## config.mk

```make
export PLATFORM = sky130hd
export DESIGN_NAME = layer_engine_arbiter
export DESIGN_NICKNAME = d
export VERILOG_FILES = /design/src/rtl/layer_engine_arbiter.sv
export SDC_FILE = /design/constraint.sdc
export NUM_CORES = 1
export LEC_CHECK = 0
export BUFFER_PORTS_ARGS = -buffer_cell sky130_fd_sc_hd__buf_2
export CAP_MARGIN = 20
export CORE_MARGIN = 2
export CORE_UTILIZATION = 25
export CTS_CLUSTER_DIAMETER = 200
export DETAILED_ROUTE_END_ITERATION = 7
export GPL_TIMING_DRIVEN = 0
export PLACE_DENSITY_LB_ADDON = 0.1
export SETUP_SLACK_MARGIN = 0.4
export SLEW_MARGIN = 20
export SYNTH_ARGS = -nofsm -noshare
export SYNTH_HDL_FRONTEND = slang
export SYNTH_SLANG_ARGS = --single-unit
```

## constraint.sdc

```tcl
create_clock -name clk -period 4.1 [get_ports clk]
set_input_delay 0.615 -clock clk [delete_from_list [all_inputs] [get_ports clk]]
set_output_delay 0.615 -clock clk [all_outputs]
set_load 0.01 [all_outputs]
```

## src/rtl/layer_engine_arbiter.sv

```systemverilog
// rtl/layer_engine_arbiter.sv - round-robin sharing of one layer engine between two requesters
// Grants whole input vectors; a tag FIFO of grant order routes each result burst back.
module layer_engine_arbiter #(
  parameter int M     = 8,
  parameter int N     = 8,
  parameter int T     = 12,
  parameter int DEPTH = 2
) (
  input  logic         clk,
  input  logic         reset,
  input  logic         s_valid0,
  output logic         s_ready0,
  input  logic [T-1:0] data_in0,
  input  logic         s_valid1,
  output logic         s_ready1,
  input  logic [T-1:0] data_in1,
  output logic         m_valid0,
  input  logic         m_ready0,
  output logic         m_valid1,
  input  logic         m_ready1,
  output logic [T-1:0] data_out,
  output logic         e_s_valid,
  input  logic         e_s_ready,
  output logic [T-1:0] e_data_in,
  input  logic         e_m_valid,
  output logic         e_m_ready,
  input  logic [T-1:0] e_data_out,
  output logic         busy
);

  localparam int ICW = $clog2(N + 1);
  localparam int OCW = $clog2(M + 1);
  localparam int PW  = (DEPTH > 1) ? $clog2(DEPTH) : 1;
  localparam int CW  = $clog2(DEPTH + 1);

  typedef enum logic {IDLE, PASS} state_t;

  state_t         state;
  logic           grant;
  logic           last_grant;
  logic [ICW-1:0] in_cnt;
  logic [OCW-1:0] out_cnt;
  logic [DEPTH-1:0] tag_mem;
  logic [PW-1:0]  wr_ptr;
  logic [PW-1:0]  rd_ptr;
  logic [CW-1:0]  count;

  logic fifo_ne;
  logic head;
  logic in_fire;
  logic out_fire;
  logic push;
  logic pop;
  logic req_any;
  logic next_grant;

  function automatic logic [PW-1:0] ptr_next(input logic [PW-1:0] p);
    return (p == PW'(DEPTH - 1)) ? '0 : p + PW'(1);
  endfunction

  // Input side: only the granted requester sees the engine's ready.
  assign e_s_valid = (state == PASS) & (grant ? s_valid1 : s_valid0);
  assign e_data_in = grant ? data_in1 : data_in0;
  assign s_ready0  = (state == PASS) & ~grant & e_s_ready;
  assign s_ready1  = (state == PASS) &  grant & e_s_ready;
  assign in_fire   = e_s_valid & e_s_ready;
  assign push      = in_fire & (in_cnt == ICW'(N - 1));

  // Output side: the FIFO head owns the engine's result stream; nothing is taken while empty.
  assign fifo_ne   = (count != '0);
  assign head      = tag_mem[rd_ptr];
  assign e_m_ready = fifo_ne & (head ? m_ready1 : m_ready0);
  assign m_valid0  = fifo_ne & ~head & e_m_valid;
  assign m_valid1  = fifo_ne &  head & e_m_valid;
  assign data_out  = e_data_out;
  assign out_fire  = e_m_valid & e_m_ready;
  assign pop       = out_fire & (out_cnt == OCW'(M - 1));

  assign req_any    = s_valid0 | s_valid1;
  assign next_grant = (s_valid0 & s_valid1) ? ~last_grant : s_valid1;
  assign busy       = (state == PASS) | fifo_ne;

  always_ff @(posedge clk or posedge reset) begin
    if (reset) begin
      state      <= IDLE;
      grant      <= 1'b0;
      last_grant <= 1'b1;
      in_cnt     <= '0;
    end else begin
      case (state)
        IDLE: begin
          if (req_any && (count < CW'(DEPTH))) begin
            grant <= next_grant;
            state <= PASS;
          end
        end
        PASS: begin
          if (in_fire) begin
            if (push) begin
              in_cnt     <= '0;
              last_grant <= grant;
              state      <= IDLE;
            end else begin
              in_cnt <= in_cnt + ICW'(1);
            end
          end
        end
      endcase
    end
  end

  always_ff @(posedge clk or posedge reset) begin
    if (reset) begin
      tag_mem <= '0;
      wr_ptr  <= '0;
      rd_ptr  <= '0;
      count   <= '0;
      out_cnt <= '0;
    end else begin
      if (push) begin
        tag_mem[wr_ptr] <= grant;
        wr_ptr          <= ptr_next(wr_ptr);
      end
      if (out_fire) begin
        out_cnt <= pop ? '0 : out_cnt + OCW'(1);
      end
      if (pop) begin
        rd_ptr <= ptr_next(rd_ptr);
      end
      case ({push, pop})
        2'b10:   count <= count + CW'(1);
        2'b01:   count <= count - CW'(1);
        default: count <= count;
      endcase
    end
  end

endmodule

```

# Yosys cells after proc, flatten, opt, wreduce, memory -nomap -nowiden
# Index checks and enable logic that the tools add are counted.
[totals]
output_inout_bits = 31
register_bits = 17
inputBits = 44
wordCells = 69
[classes]
order_cmp = 4
mux = 18
bitwise_logic = 21
n_eq_ne = 4
n_addsub = 6
n_reduce_logical = 7
[ops]
columns = ["cell", "count"]
rows = [
  ["$and A1 B1 Y1", 15],
  ["$mux W12", 1],
  ["$mux W1", 11],
  ["$add A4 B1 Y4 const B", 2],
  ["$eq A4 B3 Y1 const B", 2],
  ["$mux W4", 2],
  ["$lt A1 B2 Y1 const B", 2],
  ["$not A1 Y1", 4],
  ["$pmux W2 S2", 1],
  ["$reduce_and A2 Y1", 2],
  ["$reduce_bool A2 Y1", 2],
  ["$reduce_and A3 Y1", 1],
  ["$add A1 B1 Y1 const B", 2],
  ["$add A2 B1 Y2 const B", 1],
  ["$bwmux W2", 1],
  ["$eq A2 B1 Y1 const B", 1],
  ["$eq A2 B2 Y1 const B", 1],
  ["$logic_and A1 B1 Y1", 2],
  ["$lt A2 B2 Y1 const B", 1],
  ["$or A1 B1 Y1", 2],
  ["$pmux W1 S2", 1],
  ["$sub A2 B1 Y2 const B", 1],
  ["$demux W1 S1", 1],
  ["$ge A1 B1 Y1 const B", 1],
]

# Longest topological paths before layout
# Gate-level depths: netlist of the first run.
[depth]
depth_word = 8
ltp_mapped = 8
ltp_nobuf = 7

# Worst setup path after synthesis of the first run
# OpenSTA, ideal clock, no wires.
[synth_timing]
kind = "input port to flip-flop"
start = "in s_valid1"
end = "reg count[1]"
t_required_ps = 4021
path_stages = 6
slack_ps = 2106
t_arrival_ps = 1915
n_path_buf = 1
path_cell_list = "mux2i_1 -> or4_1 -> buf_4 -> ha_1 -> nor2_1 -> xor2_1"
[synth_via]
elab_chain_cells = 6
elab_cells_between_ends = 8
classes_between = "2 x eq/ne; 2 x mux; 3 x bitwise; 1 x reduce/logical"
[synth_rtl]
columns = ["item", "line", "source"]
rows = [
  ["start: declaration", "14", "input logic s_valid1,"],
  ["$mux W1 (*)", "62", "assign e_s_valid = (state == PASS) & (grant ? s_valid1 : s_valid0);"],
  ["$and A1 B1 Y1 (*)", "62", ""],
  ["$and A1 B1 Y1 (*)", "66", "assign in_fire = e_s_valid & e_s_ready;"],
  ["$and A1 B1 Y1 (*)", "67", "assign push = in_fire & (in_cnt == ICW'(N - 1));"],
  ["$eq A2 B1 Y1 / $eq A2 B2 Y1 (equally long branches)", "130", "case ({push, pop})"],
  ["$pmux W2 S2 / $reduce_bool A2 Y1 (equally long branches)", "-", ""],
  ["end signal: assignment", "131", "2'b10: count <= count + CW'(1);"],
  ["end signal: assignment", "132", "2'b01: count <= count - CW'(1);"],
  ["end signal: assignment", "133", "default: count <= count;"],
  ["end: declaration", "46", "logic [CW-1:0] count;"],
]
# Every way passes the cells marked *; elsewhere a longest branch is shown, timed or not.
# A chain may end at the register's enable or synchronous reset.

# Worst setup path in the final report of the first run
[layout_timing]
start = "reg grant"
end = "out e_data_in[5]"
[layout_via]
elab_chain_cells = 1
[layout_rtl]
columns = ["item", "line", "source"]
rows = [
  ["start: declaration", "39", "logic grant;"],
  ["start signal: assignment", "93", "grant <= next_grant;"],
  ["$mux W12", "63", "assign e_data_in = grant ? data_in1 : data_in0;"],
  ["end: declaration", "24", "output logic [T-1:0] e_data_in,"],
]
# Every way passes these cells.

==> out/results.txt, run 1 <==
Status = finished clean
Hold_ws = 445 ps
Clk slew on worst S/H paths = 70 ps
Fin cells = 226
Port Buffers = 62
Root Driver = clkbuf_8
Largest net degree at the start of global routing = 18
Clk Latency, worst-skew pair = 250 ps
Drt pass-1 iters = 4
Crit path buffers/inverters = 3
Final hold violation count = 0
# Post-CTS Setup Buffers = 0
Largest area contributor in the netlist = dfrtp_1
Syn avg cell area = 10.3 um2
Number of max-cap violations = 0
Grt total ovfl = 0
Critical path cell sequence = buf_6 -> clkbuf_1 -> mux2_2 -> buf_2
CP peak stage delay = 400 ps
DP Wirelength = 2030 um
DR vias = 999
Synth top area share = 0.358
Final wirelength = 2450 um
Worst Path Max Fanout = 10
Post-synth EDFFs = 0
Clk buf depth = 2
RR Endpoint = count[1]$_DFFE_PP0P_
Die width = 70.9 um
Critical path's top delay family = buffers and inverters
CTS tree = yes
Setup CP Type = reg2out
Final setup fails = 0
First-pass GRT wire length = 3950 um
CP required = 3480 ps
Via density = 4.42
Cts bufs inserted = 3
Iter 0 DRT Violations = 8
H-tree lvl count = 1
Multi-input logic area = 567 um2
Top-count cell post-synth = mux2_2
Worst-case reg-to-reg path depth = 6
Rel. slew slack = 0.562
Fill cells = 458
Number of gates resized after cts = 0
Core ar. = 4320 um2
Setup TNS Final = 0 ps
LEAKAGE = 0.795 nW
Crit. End Element = primary output
Placed cell count = 222
I/O Pins = 75
Die Ht = 70.9 um
Asr flop ratio synth = 1.00
Synth top area cells = dfrtp_1 36%, mux2_2 18%, buf_4 8.7%, nor2_1 4.4%, xnor2_1 3.9%
Die ar. = 5020 um2
Final worst path period share = 0.551
Cell Area, Synth = 1120 um2
Max rail drop VDD = 0.249 mV
Drt drc = 0
Worst-Margin Slew = 657 ps
R2r startpoint = rd_ptr$_DFFE_PP0P_
Max Slew Vio Count = 0
Main synth FF type = dfrtp_1
Synth top cells by count = 18 x mux2_2, 16 x dfrtp_1, 13 x buf_4, 13 x nor2_1, 9 x nand2_1
Synth Instances = 108
Reg-to-reg setup timing slack = 1940 ps
Cell Rows = 24
Starting Density = 0.258
Syn Nets = 155
Antenna violations before repair = 0
Synth unique cells = 29
Synthesized flop and latch total = 17
Number of global-route vias before repair = 948
Slowest CP cell = clkbuf_1
RSZ-0062 raised after global routing = false
Total design power = 843 uW
All-layer global routing usage = 0.0955
DR WL/cell = 10.8 um
Final ANT Viol Nets = 0
Cell Pwr Density = 548 nW/um2
Critical Path Start Type = flop
Area grow syn2layout = 37.6%
Fmax = 443 MHz
Gpl congestion = 0.685
Min-Delay Path Class = in2async
Nets = 222
Sink Count = 17
Storage element area = 427 um2
Yosys warning total = 0
Worst setup path startpoint = grant$_DFFE_PP0P_
Clk_skew = 5.30 ps
Share of cells above drive strength 1 = 0.569
Seq/Total Area, Yosys = 0.382
Hold_buf cts = 0
Fin crit period = 2260 ps
Critical path arrival = 1640 ps
N_diodes = 0
==> report_power, final <==
part | internal [mW] | switching, mW
Sequential | 0.241 | 0.0532
Combinational | 0.224 | 0.200
Clock | 0.0689 | 0.0557
==> state kept, by name, summed over array words and instances (netlist names) <==
register    count
grant           1
wr_ptr          1
in_cnt          4
tag_mem         2
out_cnt         4
rd_ptr          1
count           2
state           1
last_grant      1
==> final cells by class <==
cell class / count / share of cell area
plain buffers: 17 / 0.0781
clock buffers: 4 / 0.0293
inverters: 1 / 0.00244
multi-input cells: 73 / 0.369
flip-flops and latches: 17 / 0.277
well taps: 52 / 0.0423
repair buffers: 62 / 0.202
==> per-stage QoR <==
step | area, um2 | util | worst slack, ps
6_report | 1540 | 0.356 | 1840
5_1_grt | 1540 | 0.356 | 1680
4_1_cts | 1540 | 0.356 | 1790
3_5_place_dp | 1490 | 0.345 | 1870
3_3_place_gp | 1490 | 0.345 | 1900
2_1_floorplan | 1120 | - | 2110
==> worst max path at each step <==
stage,end,slack [ps],cells after the start
2_1_floorplan,count[1]$_DFFE_PP0P_,2110,6
3_3_place_gp,count[1]$_DFFE_PP0P_,1900,7
3_5_place_dp,count[1]$_DFFE_PP0P_,1870,7
4_1_cts,e_data_in[5],1790,4
5_1_grt,e_data_in[4],1680,4
6_report,e_data_in[5],1840,4
==> cells by family (layout without fill, tap and decap cells) <==
kind of cell	after synthesis	in the layout	synth area share
flip-flops	17	17	0.382
AO/OA/AOI/OAI	6	6	0.0381
adder cells (fa/ha/maj)	3	3	0.0336
AND/OR/NAND/NOR	33	33	0.143
buffers and inverters	18	84	0.111
multiplexers	24	24	0.237
XOR/XNOR	7	7	0.0549
==> cells in the final DEF, fill, tap and decap left out, types with 2 or more instances in the layout <==
cell type | synthesis | routed
buf_2 | 0 | 62
buf_4 | 13 | 13
clkbuf_1 | 3 | 4
clkbuf_8 | 0 | 3
dfrtp_1 | 16 | 16
ha_1 | 3 | 3
mux2_1 | 2 | 2
mux2_2 | 18 | 18
mux2i_1 | 4 | 4
nand2_1 | 9 | 9
nand4_1 | 2 | 2
nor2_1 | 13 | 13
o211ai_1 | 2 | 2
xnor2_1 | 5 | 5
xor2_1 | 2 | 2
==> routing by layer <==
metal  global-route usage  part of all wire  routed length (um)  up-vias
li1                     -                 -                   -      491
met1               0.0981              0.38                 940      449
met2                0.184              0.48                1170       57
met3               0.0271              0.13                 319        2
met4               0.0314            0.0070                  17        0
met5                    0                 0                   0        -
==> worst register-to-register path, cell delays in order, from the launching register on <==
cell and delay [ps]:
dfrtp_1 380, mux2i_1 410, mux2i_1 460, and2_1 250, ha_1 270, nor2_1 160
xor2_1 150
(Power assumes the default switching activity.)
==> run 2, diff against run 1 <==
Settings changed: ABC_AREA set to 1.
Clock period 4.1 ns to 2.29 ns, I/O delays scaled along.
==> out/results.txt, run 2 <==
Drt pass-1 iters = 4 (unchanged)
Final wirelength = 2810 um (was 2450 um)
CP required = 2420 ps (was 3480 ps)
Placement Setup Slack = 173 ps (was 1870 ps)
Worst Path Max Fanout = 4 (was 10)
Cell Pwr Density = 1010 nW/um2 (was 548 nW/um2)
Critical path's top delay family = adder cells (was buffers and inverters)
Iter 0 DRT Violations = 31 (was 8)
Syn Nets = 215 (was 155)
Share of cells above drive strength 1 = 0.436 (was 0.569)
Synth top area share = 0.342 (was 0.358)
Final setup fails = 0 (unchanged)
DP Wirelength = 2190 um (was 2030 um)
Gpl congestion = 0.727 (was 0.685)
Main synth FF type = dfrtp_1 (unchanged)
Clk buf depth = 2 (unchanged)
DR WL/cell = 9.51 um (was 10.8 um)
Synth Instances = 168 (was 108)
Combinational fraction of design power = 0.542 (was 0.503)
Fin crit period = 1720 ps
All-layer global routing usage = 0.108 (was 0.0955)
Synth unique cells = 23 (was 29)
CP peak stage delay = 400 ps (about the same)
Final ANT Viol Nets = 0 (unchanged)
Final worst path period share = 0.750
Rel. slew slack = 0.585 (was 0.562)
Status = finished clean (unchanged)
Cell Rows = 24 (unchanged)
Die Ht = 72.4 um (was 70.9 um)
Post-synth EDFFs = 0 (unchanged)
Seq/Total Area, Yosys = 0.365 (was 0.382)
Clock power frac = 0.129 (was 0.148)
Critical path cell sequence = ha_2 -> nor3b_4 -> nand2_2 -> ha_4 -> a21oi_1 -> o21ai_1 -> xor2_1 (was buf_6 -> clkbuf_1 -> mux2_2 -> buf_2)
Yosys warning total = 0 (unchanged)
Core ar. = 4440 um2 (was 4320 um2)
Switch Pwr = 753 uW (was 309 uW)
Most frequent cells in the layout = 74 x nand2_1, 62 x buf_2, 21 x buf_4 (was 62 x buf_2, 18 x mux2_2, 16 x dfrtp_1)
Nets = 291 (was 222)
Starting Density = 0.263 (was 0.258)
Registers with the most flip-flops = in_cnt: 4 flops, out_cnt: 4 flops (unchanged)
Max Slew Vio Count = 0 (unchanged)
Final worst setup slack = 572 ps (was 1840 ps)
Cts bufs inserted = 3 (unchanged)
Asr flop ratio synth = 1.00 (unchanged)
Grt total ovfl = 0 (unchanged)
Drt drc = 0 (unchanged)
Largest net degree at the start of global routing = 18 (unchanged)
LEAKAGE = 0.984 nW (was 0.795 nW)
First-pass GRT wire length = 4510 um (was 3950 um)
Clk Latency, worst-skew pair = 250 ps (about the same)
Critical Path Start Type = flop (unchanged)
Syn avg cell area = 6.96 um2 (was 10.3 um2)
Cell Area, Synth = 1170 um2 (was 1120 um2)
Worst-Margin Slew = 622 ps (was 657 ps)
Slowest CP cell = dfrtp_1 (was clkbuf_1)
Die ar. = 5240 um2 (was 5020 um2)
Final hold violation count = 0 (unchanged)
Int Pwr = 970 uW (was 535 uW)
I/O Pins = 75 (unchanged)
Clk slew on worst S/H paths = 70 ps (about the same)
Sw Share = 0.437 (was 0.366)
Min-Delay Path Class = in2async (unchanged)
Port Buffers = 62 (unchanged)
Antenna violations before repair = 0 (unchanged)
Number of global-route vias before repair = 1081 (was 948)
Die width = 72.4 um (was 70.9 um)
DR vias = 1222 (was 999)
Root Driver = clkbuf_8 (unchanged)
Top-count cell post-synth = nand2_1 (was mux2_2)
Critical path arrival = 1850 ps (was 1640 ps)
Via density = 4.14 (was 4.42)
N_diodes = 0 (unchanged)
Largest area contributor in the netlist = dfrtp_1 (unchanged)
Clk_skew = 3.01 ps (was 5.30 ps)
Setup TNS Final = 0 ps (unchanged)
Commonest non-fill, non-tap cell in the layout = nand2_1 (was buf_2)
CTS tree = yes (unchanged)
Synthesized flop and latch total = 17 (unchanged)
Crit path buffers/inverters = 0 (was 3)
Sink Count = 17 (unchanged)
Area grow syn2layout = 45.1% (was 37.6%)
Max rail drop VDD = 0.310 mV (was 0.249 mV)
RSZ-0062 raised after global routing = false (unchanged)
Number of max-cap violations = 0 (unchanged)
Fmax = 582 MHz
Setup CP Type = reg2reg (was reg2out)
H-tree lvl count = 1 (unchanged)
Synth top cells by count = 75 x nand2_1, 16 x dfrtp_1, 13 x inv_1 (was 18 x mux2_2, 16 x dfrtp_1, 13 x buf_4, 13 x nor2_1, 9 x nand2_1)
Flop pwr share = 0.329 (was 0.349)
Synth top area cells = dfrtp_1 34%, nand2_1 24%, buf_4 7.7%, inv_1 4.2%, nand3_1 3.9% (was dfrtp_1 36%, mux2_2 18%, buf_4 8.7%, nor2_1 4.4%, xnor2_1 3.9%)
Crit. End Element = flop (was primary output)
## run 2: cells by family (layout without fill, tap and decap cells)
kind of cell | after synthesis | after routing | share of synthesized area
and+or+nand+nor | 99 | 99 | 0.363
buffers and inverters | 33 | 108 | 0.144
DFF | 17 | 17 | 0.365
AOI/OAI and AO/OA | 11 | 11 | 0.0588
xor gates and xnor gates | 5 | 5 | 0.0374
adders and majority gates | 3 | 3 | 0.0321
## run 2: through the flow
| stage | power (mW) | cells | utilization | hold slack, ps | area (um2) |
|---|---|---|---|---|---|
| after floorplan | 1.12 | 168 | - | 269 | 1170 |
| after global placement | 1.41 | 282 | 0.348 | 468 | 1550 |
| after detailed placement | 1.40 | 282 | 0.348 | 464 | 1550 |
| after CTS | 1.64 | 287 | 0.361 | 186 | 1610 |
| after global routing | 1.92 | 295 | 0.382 | 211 | 1700 |
| final | 1.72 | 295 | 0.382 | 160 | 1700 |
## run 2: layout make-up
cell class,instances,area [um2]
clock buffer,3,41.3
timing repair buffer,71,378
tap,52,65.1
multi-input combinational,118,608
clock inverter,1,5.00
inverter,19,73.8
fill,487,2750
sequential,17,428
buffer,14,98.8
## run 2: worst paths after layout
kind,cells past startpoint,startpoint,endpoint,slack (ps)
worst max-delay path,7,in_cnt[0]$_DFFE_PP0P_,count[1]$_DFFE_PP0P_,570
worst max register to register,7,in_cnt[0]$_DFFE_PP0P_,count[1]$_DFFE_PP0P_,570
max in group asynchronous,2,reset,grant$_DFFE_PP0P_,1690
worst min-delay path,2,reset,out_cnt[2]$_DFFE_PP0P_,160
min in group clk,3,s_valid1,grant$_DFFE_PP0P_,360
worst min register to register,2,last_grant$_DFFE_PP1P_,last_grant$_DFFE_PP1P_,480
## run 2: power groups by stage
| stage | sequential (mW) | combinational [mW] | clock [mW] |
|---|---|---|---|
| floorplan | 0.538 | 0.584 | 0 |
| global placement | 0.569 | 0.837 | 0 |
| detailed placement | 0.567 | 0.832 | 0 |
| CTS | 0.564 | 0.848 | 0.231 |
| global route | 0.592 | 1.07 | 0.254 |
| finish | 0.567 | 0.934 | 0.223 |
## run 2: timing repair
action / 4_1_cts / 5_1_grt
hold endpoints to repair: 0 / 0
hold buffers: 0 / 0
pin swaps: 1 / 2
buffers inserted: 1 / 8
resized for setup: 2 / 7
setup endpoints to repair: 12 / 8
## run 2: worst reg2reg max path, delay by kind of cell (launching register included)
family          cells  cell delay [ps]
fa+ha+maj           2              460
simple gates        2              400
compound gates      2              190
flops               1              400
xor+xnor            1              140
## run 2: layer usage
metal / GRT usage / routed length [um] / share of wire
met1: 0.145 / 1340 / 0.48
met2: 0.168 / 1240 / 0.44
met3: 0.0222 / 190 / 0.068
met4: 0.0432 / 37 / 0.013
met5: 0 / 0 / 0
==> run 3, diff against run 2 <==
Clock period 2.29 ns to 1.45 ns, I/O delays scaled along.
==> out/results.txt, run 3 (synthesis gave the netlist of run 2 again) <==
Status = finished with violations (was finished clean)
Violated checks = negative setup slack
Sink Count = 17 (unchanged)
Core ar. = 4440 um2 (unchanged)
Rel. slew slack = 0.561 (was 0.585)
Critical path arrival = 1700 ps (was 1850 ps)
Max rail drop VDD = 0.729 mV (was 0.310 mV)
Drt pass-1 iters = 4 (unchanged)
Cell Rows = 24 (unchanged)
Final core occ = 0.492 (was 0.382)
Final setup fails = 17 (was 0)
I/O Pins = 75 (unchanged)
RSZ-0062 raised after global routing = true (was false)
DR WL/cell = 11.3 um (was 9.51 um)
Number of max-cap violations = 0 (unchanged)
Most frequent cells in the layout = 55 x buf_2, 42 x nand2_1, 28 x buf_4 (was 74 x nand2_1, 62 x buf_2, 21 x buf_4)
Cts bufs inserted = 3 (unchanged)
Min-Delay Path Class = in2async (unchanged)
Fin crit period = 1560 ps (was 1720 ps)
Setup CP Type = reg2reg (unchanged)
Multi-input logic area = 815 um2 (was 608 um2)
Antenna violations before repair = 0 (unchanged)
Hold_ws = 45.6 ps (was 160 ps)
DP Wirelength = 2350 um (was 2190 um)
Final instance area = 2190 um2 (was 1700 um2)
Registers with the most flip-flops = in_cnt: 4 flops, out_cnt: 4 flops (unchanged)
Final ANT Viol Nets = 0 (unchanged)
Worst Path Max Fanout = 4 (unchanged)
Starting Density = 0.263 (unchanged)
Final worst path period share = 1.08 (was 0.750)
Iter 0 DRT Violations = 29 (was 31)
Clk buf depth = 2 (unchanged)
First-pass GRT wire length = 5510 um (was 4510 um)
Clk slew on worst S/H paths = 70 ps (about the same)
Via density = 4.37 (was 4.14)
DR vias = 1373 (was 1222)
Crit. End Element = flop (unchanged)
Gpl congestion = 0.705 (was 0.727)
Final hold violation count = 0 (unchanged)
Largest net degree at the start of global routing = 18 (unchanged)
Area grow syn2layout = 87.0% (was 45.1%)
Worst-Margin Slew = 658 ps (was 622 ps)
Storage element area = 430 um2 (was 428 um2)
Nets = 310 (was 291)
Number of global-route vias before repair = 1298 (was 1081)
CTS tree = yes (unchanged)
Root Driver = clkbuf_8 (unchanged)
Placed cell count = 282 (unchanged)
Total design power = 3.78 mW (was 1.72 mW)
LEAKAGE = 1.17 nW (was 0.984 nW)
M1 GR Usage = 0.158 (was 0.145)
Die width = 72.4 um (unchanged)
Commonest non-fill, non-tap cell in the layout = buf_2 (was nand2_1)
Share of cells above drive strength 1 = 0.668 (was 0.436)
Grt total ovfl = 0 (unchanged)
Final wirelength = 3550 um (was 2810 um)
Final worst setup slack = -114 ps (was 572 ps)
Fill cells = 436 (was 487)
Dpl cell area = 1580 um2 (was 1550 um2)
Layer with the highest usage = met2 (unchanged)
Cell Pwr Density = 1730 nW/um2 (was 1010 nW/um2)
Met2 Track Usage GR = 0.238 (was 0.168)
Port Buffers = 62 (unchanged)
Fmax = 639 MHz (was 582 MHz)
All-layer global routing usage = 0.131 (was 0.108)
Drt drc = 0 (unchanged)
Clk Latency, worst-skew pair = 250 ps (about the same)
Clk_skew = 1.37 ps (was 3.01 ps)
Die Ht = 72.4 um (unchanged)
N_diodes = 0 (unchanged)
CP required = 1590 ps (was 2420 ps)
Grt met3 use = 0.0333 (was 0.0222)
H-tree lvl count = 1 (unchanged)
Max Slew Vio Count = 0 (unchanged)
Die ar. = 5240 um2 (unchanged)
Fin cells = 314 (was 295)
Critical Path Start Type = flop (unchanged)
run 3: cell types whose count changed in the layout (fill, tap and decap cells not counted), sizes merged:
cell	previous run	this run
buf	83	103
clkinv	1	2
clkbuf	5	4
inv	19	18
run 3: worst max-delay path, cell delays in order (launching register included):
cell,delay (ps)
dfrtp_1,420
inv_2,80
nand2_1,50
nand2_1,80
nand3_1,80
nand2_2,80
nand3_2,70
inv_2,80
ha_4,200
a21oi_2,110
o21ai_2,70
xor2_1,140
run 3: path summary, 6_finish.rpt:
path | startpoint | end | slack, ps | cells past startpoint
worst max-delay path | rd_ptr$_DFFE_PP0P_ | count[1]$_DFFE_PP0P_ | -110 | 11
worst min-delay path | reset | out_cnt[2]$_DFFE_PP0P_ | 50 | 2
worst max register to register | rd_ptr$_DFFE_PP0P_ | count[1]$_DFFE_PP0P_ | -110 | 11
worst min register to register | last_grant$_DFFE_PP1P_ | last_grant$_DFFE_PP1P_ | 490 | 2
max in group asynchronous | reset | state$_DFF_PP0_ | 940 | 2
min in group clk | s_valid1 | grant$_DFFE_PP0P_ | 240 | 3
run 3: per-layer routing:
| metal | up-vias | routed length [um] |
|---|---|---|
| met5 | - | 0 |
| met4 | 0 | 10 |
| met3 | 2 | 161 |
| met2 | 40 | 1970 |
| met1 | 626 | 1410 |
| li1 | 705 | - |
run 3: where the power goes:
group	internal (mW)	switching (mW)
logic	1.30	1.22
registers	0.688	0.216
clock network	0.191	0.170
total	2.18	1.60
run 3: per-stage QoR:
step,setup WS [ps],TNS (ps)
6_report,-114,-663
5_1_grt,-198,-2010
4_1_cts,-125,-805
3_5_place_dp,-481,-1840
3_3_place_gp,-479,-1960
2_1_floorplan,-242,-300
run 3: what timing repair did:
action / 4_1_cts / 5_1_grt
setup endpoints to repair: 35 / 36
gates resized for setup: 41 / 50
hold buffers: 0 / 0
pin swaps: 11 / 17
cloned: 0 / 1
buffers inserted: 23 / 4
run 3: area by class of cell:
cell class                 count  area share
timing repair buffer          90       0.284
inverter                      19      0.0395
buffer                        14      0.0561
multi-input combinational    118       0.372
clock inverter                 1     0.00229
sequential                    17       0.197
clock buffer                   3      0.0189
tap                           52      0.0297
